==> src/rtl/vga_timing_pkg.sv <==
// Shared timing constants, mode presets and total-length helpers for the VGA timing generator.
package vga_timing_pkg;

    typedef struct packed {
        int unsigned active;
        int unsigned fp;
        int unsigned sync;
        int unsigned bp;
        bit          pol;
    } axis_timing_t;

    localparam axis_timing_t SVGA_800X600_60_H = '{800, 40, 128, 88, 1'b1};
    localparam axis_timing_t SVGA_800X600_60_V = '{600, 1, 4, 23, 1'b1};
    localparam axis_timing_t VGA_640X480_60_H  = '{640, 16, 96, 48, 1'b0};
    localparam axis_timing_t VGA_640X480_60_V  = '{480, 10, 2, 33, 1'b0};

    localparam int DEF_H_ACTIVE = 800;
    localparam int DEF_H_FP     = 40;
    localparam int DEF_H_SYNC   = 128;
    localparam int DEF_H_BP     = 88;
    localparam int DEF_V_ACTIVE = 600;
    localparam int DEF_V_FP     = 1;
    localparam int DEF_V_SYNC   = 4;
    localparam int DEF_V_BP     = 23;
    localparam int DEF_H_POL    = 1;
    localparam int DEF_V_POL    = 1;
    localparam int DEF_CW       = 11;

    function automatic int axis_total(input int active, input int fp, input int sync, input int bp);
        return active + fp + sync + bp;
    endfunction

    function automatic int h_total(input int active, input int fp, input int sync, input int bp);
        return axis_total(active, fp, sync, bp);
    endfunction

    function automatic int v_total(input int active, input int fp, input int sync, input int bp);
        return axis_total(active, fp, sync, bp);
    endfunction

endpackage

==> src/rtl/vga_axis_cnt.sv <==
// One timing axis: position counter with wrap/restart, plus active and sync window decode.
module vga_axis_cnt
    import vga_timing_pkg::*;
#(
    parameter int ACTIVE = DEF_H_ACTIVE,
    parameter int FP     = DEF_H_FP,
    parameter int SYNC   = DEF_H_SYNC,
    parameter int BP     = DEF_H_BP,
    parameter int CW     = DEF_CW
) (
    input  logic          clk,
    input  logic          clr,
    input  logic          step,
    input  logic          restart,
    output logic [CW-1:0] cnt,
    output logic          last,
    output logic          in_active,
    output logic          in_sync
);

    localparam int TOTAL = axis_total(ACTIVE, FP, SYNC, BP);
    localparam logic [CW-1:0] LAST_POS   = CW'(TOTAL - 1);
    localparam logic [CW-1:0] ACTIVE_END = CW'(ACTIVE);
    localparam logic [CW-1:0] SYNC_BEG   = CW'(ACTIVE + FP);
    localparam logic [CW-1:0] SYNC_END   = CW'(ACTIVE + FP + SYNC);

    logic [CW-1:0] cnt_q, cnt_d;

    // Restart wins over a normal step so a resync lands exactly on position 0.
    always_comb begin
        cnt_d = cnt_q;
        if (restart) begin
            cnt_d = '0;
        end else if (step) begin
            cnt_d = (cnt_q == LAST_POS) ? '0 : cnt_q + CW'(1);
        end
    end

    always_ff @(posedge clk or posedge clr) begin
        if (clr) begin
            cnt_q <= '0;
        end else begin
            cnt_q <= cnt_d;
        end
    end

    assign cnt       = cnt_q;
    assign last      = (cnt_q == LAST_POS);
    assign in_active = (cnt_q < ACTIVE_END);
    assign in_sync   = (cnt_q >= SYNC_BEG) && (cnt_q < SYNC_END);

endmodule

==> src/rtl/vga_timing_gen.sv <==
// VGA sync/pixel timing generator with registered outputs one enabled cycle behind the counters.
// Frame counter present only when VGA_TIMING_FRAMECNT_EN is defined; otherwise frame_cnt is tied to 0.
module vga_timing_gen
    import vga_timing_pkg::*;
#(
    parameter int H_ACTIVE = DEF_H_ACTIVE,
    parameter int H_FP     = DEF_H_FP,
    parameter int H_SYNC   = DEF_H_SYNC,
    parameter int H_BP     = DEF_H_BP,
    parameter int V_ACTIVE = DEF_V_ACTIVE,
    parameter int V_FP     = DEF_V_FP,
    parameter int V_SYNC   = DEF_V_SYNC,
    parameter int V_BP     = DEF_V_BP,
    parameter int H_POL    = DEF_H_POL,
    parameter int V_POL    = DEF_V_POL,
    parameter int CW       = DEF_CW
) (
    input  logic          clk,
    input  logic          clr,
    input  logic          pix_en,
    input  logic          resync,
    output logic          hsync,
    output logic          vsync,
    output logic          active,
    output logic [CW-1:0] pixh,
    output logic [CW-1:0] pixv,
    output logic          line_start,
    output logic          frame_start,
    output logic [15:0]   frame_cnt
);

    localparam int H_TOTAL = h_total(H_ACTIVE, H_FP, H_SYNC, H_BP);
    localparam int V_TOTAL = v_total(V_ACTIVE, V_FP, V_SYNC, V_BP);
    localparam logic H_ON = (H_POL != 0);
    localparam logic V_ON = (V_POL != 0);

    if (CW > 30 || H_TOTAL >= (1 << CW)) begin : g_h_total_check
        $fatal(1, "H_TOTAL does not fit in CW bits");
    end
    if (CW > 30 || V_TOTAL >= (1 << CW)) begin : g_v_total_check
        $fatal(1, "V_TOTAL does not fit in CW bits");
    end

    logic [CW-1:0] h_cnt, v_cnt;
    logic          h_last, v_last, h_in_active, v_in_active, h_in_sync, v_in_sync;
    logic          resync_eff, restart, v_step;

    logic          resync_pend_q, resync_pend_d;
    logic          hsync_q, hsync_d, vsync_q, vsync_d, active_q, active_d;
    logic [CW-1:0] pixh_q, pixh_d, pixv_q, pixv_d;
    logic          line_start_q, line_start_d, frame_start_q, frame_start_d;

    assign resync_eff = resync | resync_pend_q;
    assign restart    = pix_en & resync_eff;
    assign v_step     = pix_en & h_last;

    vga_axis_cnt #(
        .ACTIVE(H_ACTIVE), .FP(H_FP), .SYNC(H_SYNC), .BP(H_BP), .CW(CW)
    ) u_h_axis (
        .clk(clk), .clr(clr), .step(pix_en), .restart(restart),
        .cnt(h_cnt), .last(h_last), .in_active(h_in_active), .in_sync(h_in_sync)
    );

    vga_axis_cnt #(
        .ACTIVE(V_ACTIVE), .FP(V_FP), .SYNC(V_SYNC), .BP(V_BP), .CW(CW)
    ) u_v_axis (
        .clk(clk), .clr(clr), .step(v_step), .restart(restart),
        .cnt(v_cnt), .last(v_last), .in_active(v_in_active), .in_sync(v_in_sync)
    );

    // Outputs decode the pre-edge counters; pulses fall on any disabled edge, everything else holds.
    always_comb begin
        resync_pend_d = pix_en ? 1'b0 : resync_eff;
        hsync_d       = hsync_q;
        vsync_d       = vsync_q;
        active_d      = active_q;
        pixh_d        = pixh_q;
        pixv_d        = pixv_q;
        line_start_d  = 1'b0;
        frame_start_d = 1'b0;
        if (pix_en) begin
            hsync_d       = h_in_sync ? H_ON : ~H_ON;
            vsync_d       = v_in_sync ? V_ON : ~V_ON;
            active_d      = h_in_active & v_in_active;
            line_start_d  = (h_cnt == '0);
            frame_start_d = (h_cnt == '0) && (v_cnt == '0);
            if (h_in_active && v_in_active) begin
                pixh_d = h_cnt;
                pixv_d = v_cnt;
            end
        end
    end

    always_ff @(posedge clk or posedge clr) begin
        if (clr) begin
            resync_pend_q <= 1'b0;
            hsync_q       <= ~H_ON;
            vsync_q       <= ~V_ON;
            active_q      <= 1'b0;
            pixh_q        <= '0;
            pixv_q        <= '0;
            line_start_q  <= 1'b0;
            frame_start_q <= 1'b0;
        end else begin
            resync_pend_q <= resync_pend_d;
            hsync_q       <= hsync_d;
            vsync_q       <= vsync_d;
            active_q      <= active_d;
            pixh_q        <= pixh_d;
            pixv_q        <= pixv_d;
            line_start_q  <= line_start_d;
            frame_start_q <= frame_start_d;
        end
    end

    assign hsync       = hsync_q;
    assign vsync       = vsync_q;
    assign active      = active_q;
    assign pixh        = pixh_q;
    assign pixv        = pixv_q;
    assign line_start  = line_start_q;
    assign frame_start = frame_start_q;

`ifdef VGA_TIMING_FRAMECNT_EN
    logic [15:0] frame_cnt_q, frame_cnt_d;

    // A resync is a restart, not a completed frame, so it never counts.
    always_comb begin
        frame_cnt_d = frame_cnt_q;
        if (pix_en && !resync_eff && h_last && v_last) begin
            frame_cnt_d = frame_cnt_q + 16'd1;
        end
    end

    always_ff @(posedge clk or posedge clr) begin
        if (clr) begin
            frame_cnt_q <= '0;
        end else begin
            frame_cnt_q <= frame_cnt_d;
        end
    end

    assign frame_cnt = frame_cnt_q;
`else
    logic unused_v_last;
    assign unused_v_last = v_last;
    assign frame_cnt     = '0;
`endif

endmodule

==> config.mk <==
export PLATFORM = sky130hd
export DESIGN_NAME = vga_timing_gen
export DESIGN_NICKNAME = d
export VERILOG_FILES = /design/src/rtl/vga_timing_pkg.sv /design/src/rtl/vga_axis_cnt.sv /design/src/rtl/vga_timing_gen.sv
export SDC_FILE = /design/constraint.sdc
export NUM_CORES = 1
export LEC_CHECK = 0
export BUFFER_PORTS_ARGS = -buffer_cell sky130_fd_sc_hd__buf_2
export CAP_MARGIN = 20
export CORE_MARGIN = 1
export CORE_UTILIZATION = 43
export CTS_CLUSTER_DIAMETER = 80
export CTS_CLUSTER_SIZE = 30
export DETAILED_ROUTE_END_ITERATION = 8
export GPL_TIMING_DRIVEN = 0
export SYNTH_ARGS = -nofsm -noshare
export SYNTH_HDL_FRONTEND = slang
export SYNTH_SLANG_ARGS = --single-unit
==> constraint.sdc <==
create_clock -name clk -period 4.95 [get_ports clk]
set_input_delay 0.495 -clock clk [delete_from_list [all_inputs] [get_ports clk]]
set_output_delay 0.495 -clock clk [all_outputs]
set_load 0.02 [all_outputs]
-- Yosys cells after proc, flatten, opt, wreduce, memory -nomap -nowiden
Index checks and enable logic that the tools add are counted.
- bitwise gates (word level): 4
- add/subtract/negate cells: 2
- divide/modulo/power cells: 0
- magnitude comparators: 6
- reductions and logical operators: 9
- muxes and demuxes: 11
- equal/unequal tests: 2
- shifts and indexed selects: 0
- $mul: 0
- operators by type and width (operator ; number):
    11-bit 2-to-1 mux ; 6
    11-bit by 10-bit < comparator with 1-bit output (second input constant) ; 4
    11-bit by 1-bit adder with 11-bit output (second input constant) ; 2
    11-bit by 10-bit greater-or-equal comparator with 1-bit output (second input constant) ; 2
    11-bit logical NOT ; 2
    11-bit by 10-bit equality test with 1-bit output (second input constant) ; 1
    11-bit equality test (second input constant) ; 1
    1-bit 2-to-1 mux ; 5
    1-bit logical AND ; 4
    2-bit nonzero test ; 2
    1-bit bitwise AND ; 3
    2-bit AND reduction ; 1
    1-bit bitwise OR ; 1
- logic and storage cells: 44
- bits in latches: 0
- register bits after elaboration: 50
- memories kept: 0
- memory bits (read-only): 0
- memory bits (writable): 0

-- Logic depth before layout (Yosys ltp)
Gate-level depths: netlist of the first run.
- word-level depth: 4
- gate-level depth with buffers: 7
- gate-level depth less buffers: 5

-- By module
From an unflattened synthesis of the first run, not the netlist that was laid out.
- cells, all modules: 236
- area, all modules: 2682.6 um^2
- modules (own cells, without submodules) (module ; instances ; area each (um^2) ; cells each ; sequential area each (um^2)):
    vga_timing_gen ; 1 ; 1298.7 ; 87 ; 700.7
    vga_axis_cnt at u_v_axis ; 1 ; 747.0 ; 81 ; 275.3
    vga_axis_cnt at u_h_axis ; 1 ; 636.9 ; 68 ; 275.3

-- Least setup slack after synthesis of the first run
No wires, ideal clock.
- kind: reg-to-reg
- start: register u_h_axis.cnt_q[5], in the netlist u_h_axis.cnt[5]
- end: register pixh_q[0], in the netlist pixh[0]
- clock period less this slack: 2.011 ns
- path buffers: 3
- required time: 4.825 ns
- stages on the path, launching flop included: 8
- data arrival time: 1.886 ns
- slack: 2.939 ns
- cell sequence: dfrtp_1 > buf_6 > nor3_4 > o32ai_1 > or4_1 > buf_6 > buf_12 > mux2_4
- cells in the longest elaborated chain, start to end: 3
- ends and longest elaborated chain (item ; line ; RTL):
    start, declared ; vga_axis_cnt.sv:27 ; logic [CW-1:0] cnt_q, cnt_d;
    start signal, assigned ; vga_axis_cnt.sv:43 ; cnt_q <= cnt_d;
    11-bit by 10-bit < comparator with 1-bit output ; vga_axis_cnt.sv:49 ; assign in_active = (cnt_q < ACTIVE_END);
    1-bit logical AND ; vga_timing_gen.sv:87 ; if (h_in_active && v_in_active) begin
    2-bit AND reduction (no source line) ; n/a ;
    end signal, assigned ; vga_timing_gen.sv:109 ; pixh_q <= pixh_d;
    end, declared ; vga_timing_gen.sv:50 ; logic [CW-1:0] pixh_q, pixh_d, pixv_q, pixv_d;
No other way between the ends.
A chain may end at the register's enable or synchronous reset.

-- Worst setup path in the final report of the first run
- start: register u_h_axis.cnt_q[3], in the netlist u_h_axis.cnt[3]
- end: register u_v_axis.cnt_q[1], in the netlist u_v_axis.cnt[1]
- cells in the longest elaborated chain, start to end: 3
- ends and longest elaborated chain (item ; line ; RTL):
    11-bit equality test ; vga_axis_cnt.sv:48 ; assign last = (cnt_q == LAST_POS);
    1-bit bitwise AND ; vga_timing_gen.sv:55 ; assign v_step = pix_en & h_last;
    2-bit nonzero test (no source line) ; n/a ;
    end signal, assigned ; vga_axis_cnt.sv:43 ;
    end, declared ; vga_axis_cnt.sv:27 ;
No other way between the ends.

==> results.yml, run 1 <==
power_and_ir_drop:
  p_leak_uw: 0.00154
  internal-power_uw: 561
  swShare_pct: 25.6
  combPwrFrac_pct: 11.1
  switchingPower_uw: 193
  ir_drop_mv: 0.134
  power.total_uw: 754
  power_frac_seq_pct: 55.8
  p_clk_share_pct: 33.1
  power_density_mw_per_mm2: 244
floorplan:
  start_util_pct: 44.9
  fp.dieH_um: 80.9
  rows: 28
  num_io_pins: 47
  die_w_um: 80.9
  die_area_mm2: 0.00654
  core_mm2: 0.00596
clocking:
  clkLatencyLatePin_ps: 310
  numCtsBuffers: 5
  cts_tree: "yes"
  clock_sinks: 50
  htree_levels: 2
  clk_pin_slew_ps: 90
  cts-hold-fix-buffers: 0
  clock_path_buffers: 2
  cts_root_buffer: "clkbuf_8"
  ctsResizeCount: 0
  postCtsSetupRepairBufs: 0
logic_synthesis:
  yosysUniqueCellTypes: 45
  synthFlopType: "dfrtp_1"
  synth_top_area_share_pct: 46.8
  synth_edf_count: 0
  synth_seq_cells: 50
  yosysTopAreaCell: "dfrtp_1"
  avgSynthCellArea_um2: 10.8
  synthArstFlopShare_pct: 100
  seq_area_frac_synth_pct: 46.8
  synth_warnings: 0
  syn_area_mm2: 0.00267
  synth_area_leaders: "dfrtp_1 (47%), mux2_4 (9.5%), buf_4 (5.3%), nand3_1 (2.4%), ha_1 (2.3%)"
  synth_cells: 248
min_path:
  hold_class: "in2async"
sta:
  period_needed_ps: 2300
  setup_viol: 0
  fmax_mhz: 435
  setup_slack_ps: 2650
  drv_slew: 0
  setup_tns_ps: 0
  clock_skew_ps: 8.80
  period_share_pct: 46.4
  hold_violations: 0
  slew_headroom_pct: 59.4
  worst_pin_slew_ps: 603
  rsz0062_at_grt: "false"
route:
  ant_nets: 0
  first_iter_violations: 86
  wl_per_cell_um: 13.3
  routed_via_density: 4.98
  detail_route.first_pass.iterations: 4
  wirelength_mm: 5.02
  drc: 0
  num_vias: 1878
outcome:
  status: "completed"
setup_path:
  cp-startpoint: "u_h_axis.cnt[3]"
  crit_path_start_kind: "flop"
  arrival_ps: 2470
  reg2reg_depth: 7
  reg2reg_slack_ps: 2650
  reg2reg_to: "u_v_axis.cnt[1]"
  critPathCaptureType: "flop"
  crit_required_ps: 5120
  cp_max_fo: 10
  r2r-start: "u_h_axis.cnt[3]"
  worst-setup-path-type: "reg2reg"
cells_and_area:
  drive_gt1_share_pct: 28.8
  final_cell_mix: "dfrtp_1 (50), buf_2 (30), buf_4 (19)"
  layout_commonest_cell: "dfrtp_1"
  fillers: 560
  multi_input_area_mm2: 0.00119
  antennaDiodeCount: 0
  ff_latch_area_mm2: 0.00125
  final_nets: 310
  syn_to_final_growth_pct: 15.5
placed_design:
  hpwlAfterDp_mm: 3.61
  port_buffers: 30
  place_congestion: 0.807
  place_ws_ps: 2680
grt:
  grt_pass1_wl_mm: 8.46
  grt-ovfl-total: 0
  grt_max_degree: 33
  grt_usage_pct: 16.9
  antenna_found_initial: 0
  grt_pass1_vias: 1746
run:
  cap_violations: 0
## registers in the layout, summed over array words and instances (netlist names)
name,count
active,1
frame_start,1
hsync,1
line_start,1
pixh,11
pixv,11
resync_pend_q,1
u_h_axis.cnt,11
u_v_axis.cnt,11
vsync,1
## through the flow
step	hold WS, ps	util [%]	cell area, µm²	std cells
after floorplan	457	-	2730	263
after global placement	465	49.9	2970	368
after CTS	180	51.9	3090	377
final	166	51.9	3090	377
after global routing	208	51.9	3090	377
after detailed placement	469	50.3	2990	369
## worst max-delay path by stage
stage,to,slack [ps],cells past startpoint
6_report,u_v_axis.cnt[1],2650,7
4_1_cts,u_v_axis.cnt[1],2650,7
3_5_place_dp,u_v_axis.cnt[3],2680,7
5_1_grt,u_v_axis.cnt[3],2430,7
3_3_place_gp,vsync,2610,2
2_1_floorplan,pixh[0],2940,7
## Yosys cell counts, types with 3 or more instances
| library cell | number |
|---|---|
| dfrtp_1 | 50 |
| buf_4 | 19 |
| mux2_4 | 17 |
| nand2_1 | 16 |
| inv_1 | 14 |
| nand3_1 | 13 |
| nor2_1 | 13 |
| o21ai_0 | 11 |
| clkbuf_1 | 9 |
| a31oi_1 | 8 |
| nand4_1 | 6 |
| xnor2_1 | 6 |
| ha_1 | 5 |
| nor3_1 | 5 |
| nor4_1 | 5 |
| and2_1 | 4 |
| o31ai_1 | 4 |
| mux2_2 | 3 |
| o22ai_1 | 3 |
## power groups by stage
stage | registers [µW] | clock network, µW | logic, µW
floorplan | 435 | 0 | 57.5
global placement | 429 | 0 | 81.4
detailed placement | 429 | 0 | 84.0
CTS | 421 | 260 | 84.3
global route | 422 | 274 | 92.3
finish | 421 | 250 | 83.4
## cell families (layout without fill, tap and decap cells)
group / after synthesis / in the layout / synth area share, %
flops: 50 / 50 / 46.8
buf+inv: 46 / 85 / 10.7
simple gates: 78 / 78 / 16.8
other cells: 1 / 16 / 0.140
xor+xnor: 8 / 8 / 2.62
fa+ha+maj: 5 / 5 / 2.34
mux: 21 / 21 / 11.2
compound gates: 39 / 39 / 9.45
## area by class of cell
class | count | area share [%]
Multi-Input combinational cell | 167 | 38.6
Clock buffer | 6 | 2.67
Buffer | 32 | 7.57
Inverter | 14 | 1.70
Timing Repair Buffer | 31 | 5.51
Sequential cell | 50 | 40.5
Clock inverter | 2 | 0.405
Tap cell | 75 | 3.04
## metal layers
metal	GRT usage, %	up-vias	wire length, µm
met5	0	-	0
met4	5.36	0	59
met3	2.70	8	176
met2	25.3	46	2170
met1	24.8	874	2610
li1	-	950	-
## worst max-delay path: stages (launching register included)
cell	delay, ps
dfrtp_1	330
clkbuf_1	300
and3_1	210
clkbuf_1	220
nand4_1	290
nand2_1	260
clkbuf_1	400
o21ai_0	160
No activity file was read; power rests on OpenSTA's default activity.
==> inputs of run 2 (changes only) <==
Settings changed: PLACE_DENSITY from default to 0.66.
Clock period 4.95 ns to 2 ns, I/O delays scaled along.
==> results.yml, run 2 (synthesis results as in run 1) <==
setup_path:
  reg2reg_slack_ps: 40
  crit_chain: "buf_6 -> and4bb_2 -> nor4b_4 -> or4_4 -> buf_12 -> mux2_4"
  crit_buf_inv: 2
  r2r-start: "u_v_axis.cnt[8]"
  arrival_ps: 2140
  critical_path.slowest_cell: "or4_4"
  cp_top_family: "simple AND/OR/NAND/NOR gates"
  worst-setup-path-type: "reg2reg"
  critPathCaptureType: "flop"
  reg2reg_depth: 6
  crit_path_max_incr_delay_ps: 540
  crit_required_ps: 2190
  reg2reg_to: "pixh[7]"
  crit_path_start_kind: "flop"
  cp_max_fo: 10
clocking:
  clkLatencyLatePin_ps: 300
  htree_levels: 2
  clock_sinks: 50
  clock_path_buffers: 2
  cts_root_buffer: "clkbuf_8"
  cts_tree: "yes"
  clk_pin_slew_ps: 90
  numCtsBuffers: 5
grt:
  grt_usage_pct: 17.9
  antenna_found_initial: 0
  grt_pass1_wl_mm: 8.98
  grt_max_degree: 32
  grt-ovfl-total: 0
  grt_pass1_vias: 1853
cells_and_area:
  drive_gt1_share_pct: 33.1
  layout_commonest_cell: "dfrtp_1"
  ff_latch_area_mm2: 0.00125
  antennaDiodeCount: 0
  syn_to_final_growth_pct: 19.4
  fillers: 537
  final_cell_mix: "dfrtp_1 (50), buf_2 (30), buf_4 (25)"
  final_util_pct: 53.6
  multi_input_area_mm2: 0.00123
  design_area_mm2: 0.00319
  final_nets: 314
placed_design:
  port_buffers: 30
  place_congestion: 0.846
  postPlaceCellArea_mm2: 0.00300
  hpwlAfterDp_mm: 3.72
route:
  drc: 0
  first_iter_violations: 119
  ant_nets: 0
  detail_route.first_pass.iterations: 4
  wl_per_cell_um: 13.9
  num_vias: 1960
  routed_via_density: 5.16
  wirelength_mm: 5.29
sta:
  setup_viol: 0
  period_share_pct: 97.9
  worst_pin_slew_ps: 667
  drv_slew: 0
  slew_headroom_pct: 55.0
  period_needed_ps: 1960
  setup_tns_ps: 0
  fmax_mhz: 511
  fin_hold_ws_ps: 265
  clock_skew_ps: 6.73
  hold_violations: 0
  rsz0062_at_grt: "true"
outcome:
  status: "completed"
floorplan:
  fp.dieH_um: 80.9
  die_area_mm2: 0.00654
  rows: 28
  start_util_pct: 44.9
  die_w_um: 80.9
  num_io_pins: 47
  core_mm2: 0.00596
min_path:
  min_from: "resync"
  whs_path_depth: 3
  hold_class: "in2reg"
  min_to: "resync_pend_q"
power_and_ir_drop:
  power.total_uw: 1980
  ir_drop_mv: 0.344
  p_leak_uw: 0.00159
  power_density_mw_per_mm2: 620
run:
  cap_violations: 0
-- run 2: layer usage --
layer | part of all wire [%] | wire, µm | track usage (%) | vias up
li1 | - | - | - | 953
met1 | 49 | 2610 | 25.8 | 935
met2 | 45 | 2370 | 27.5 | 66
met3 | 4.6 | 245 | 3.03 | 6
met4 | 1.3 | 71 | 5.36 | 0
met5 | 0 | 0 | 0 | -
-- run 2: how the worst max path moves through the flow --
stage	start	endpoint	slack, ps	cells past startpoint
after detailed placement	u_h_axis.cnt[0]	u_v_axis.cnt[3]	-320	7
final	u_v_axis.cnt[8]	pixh[7]	40	6
after global routing	u_v_axis.cnt[8]	pixh[8]	-30	6
after global placement	u_h_axis.cnt[0]	u_v_axis.cnt[1]	-350	7
after floorplan	u_h_axis.cnt[7]	pixh[0]	20	6
after CTS	u_v_axis.cnt[8]	pixh[1]	-10	7
-- run 2: final cells by class --
| type | instances | share of cell area, % |
|---|---|---|
| multi-input cells | 167 | 38.4 |
| flip-flops and latches | 50 | 39.2 |
| clock buffers | 6 | 2.59 |
| inverters | 14 | 1.65 |
| repair buffers | 39 | 7.29 |
| plain buffers | 28 | 7.01 |
| clock inverters | 1 | 0.940 |
| well taps | 75 | 2.94 |
-- run 2: worst min-delay path, stage by stage --
cell,delay (ps)
buf_2,130
nor2_1,100
nor2_1,90
-- run 2: what timing repair did --
item / CTS / global route
hold buffers: 1 / 0
gates resized for setup: 5 / 7
pin swaps: 4 / 1
setup endpoints to repair: 29 / 37
setup buffers: 7 / 0
hold endpoints to repair: 19 / 0
-- run 2: where the power goes --
part	total, µW	switching (µW)	leakage [µW]	internal (µW)
combinational	216	130	0.000842	85.6
sequential	1040	13.2	0.000688	1030
clock	722	321	0.0000573	400
total	1980	465	0.00159	1510
-- run 2: metrics by stage --
stage	setup slack, ps	instances
after global placement	-347	368
after detailed placement	-317	369
after CTS	-14.1	383
after floorplan	15.1	263
final	42.0	380
after global routing	-25.1	380
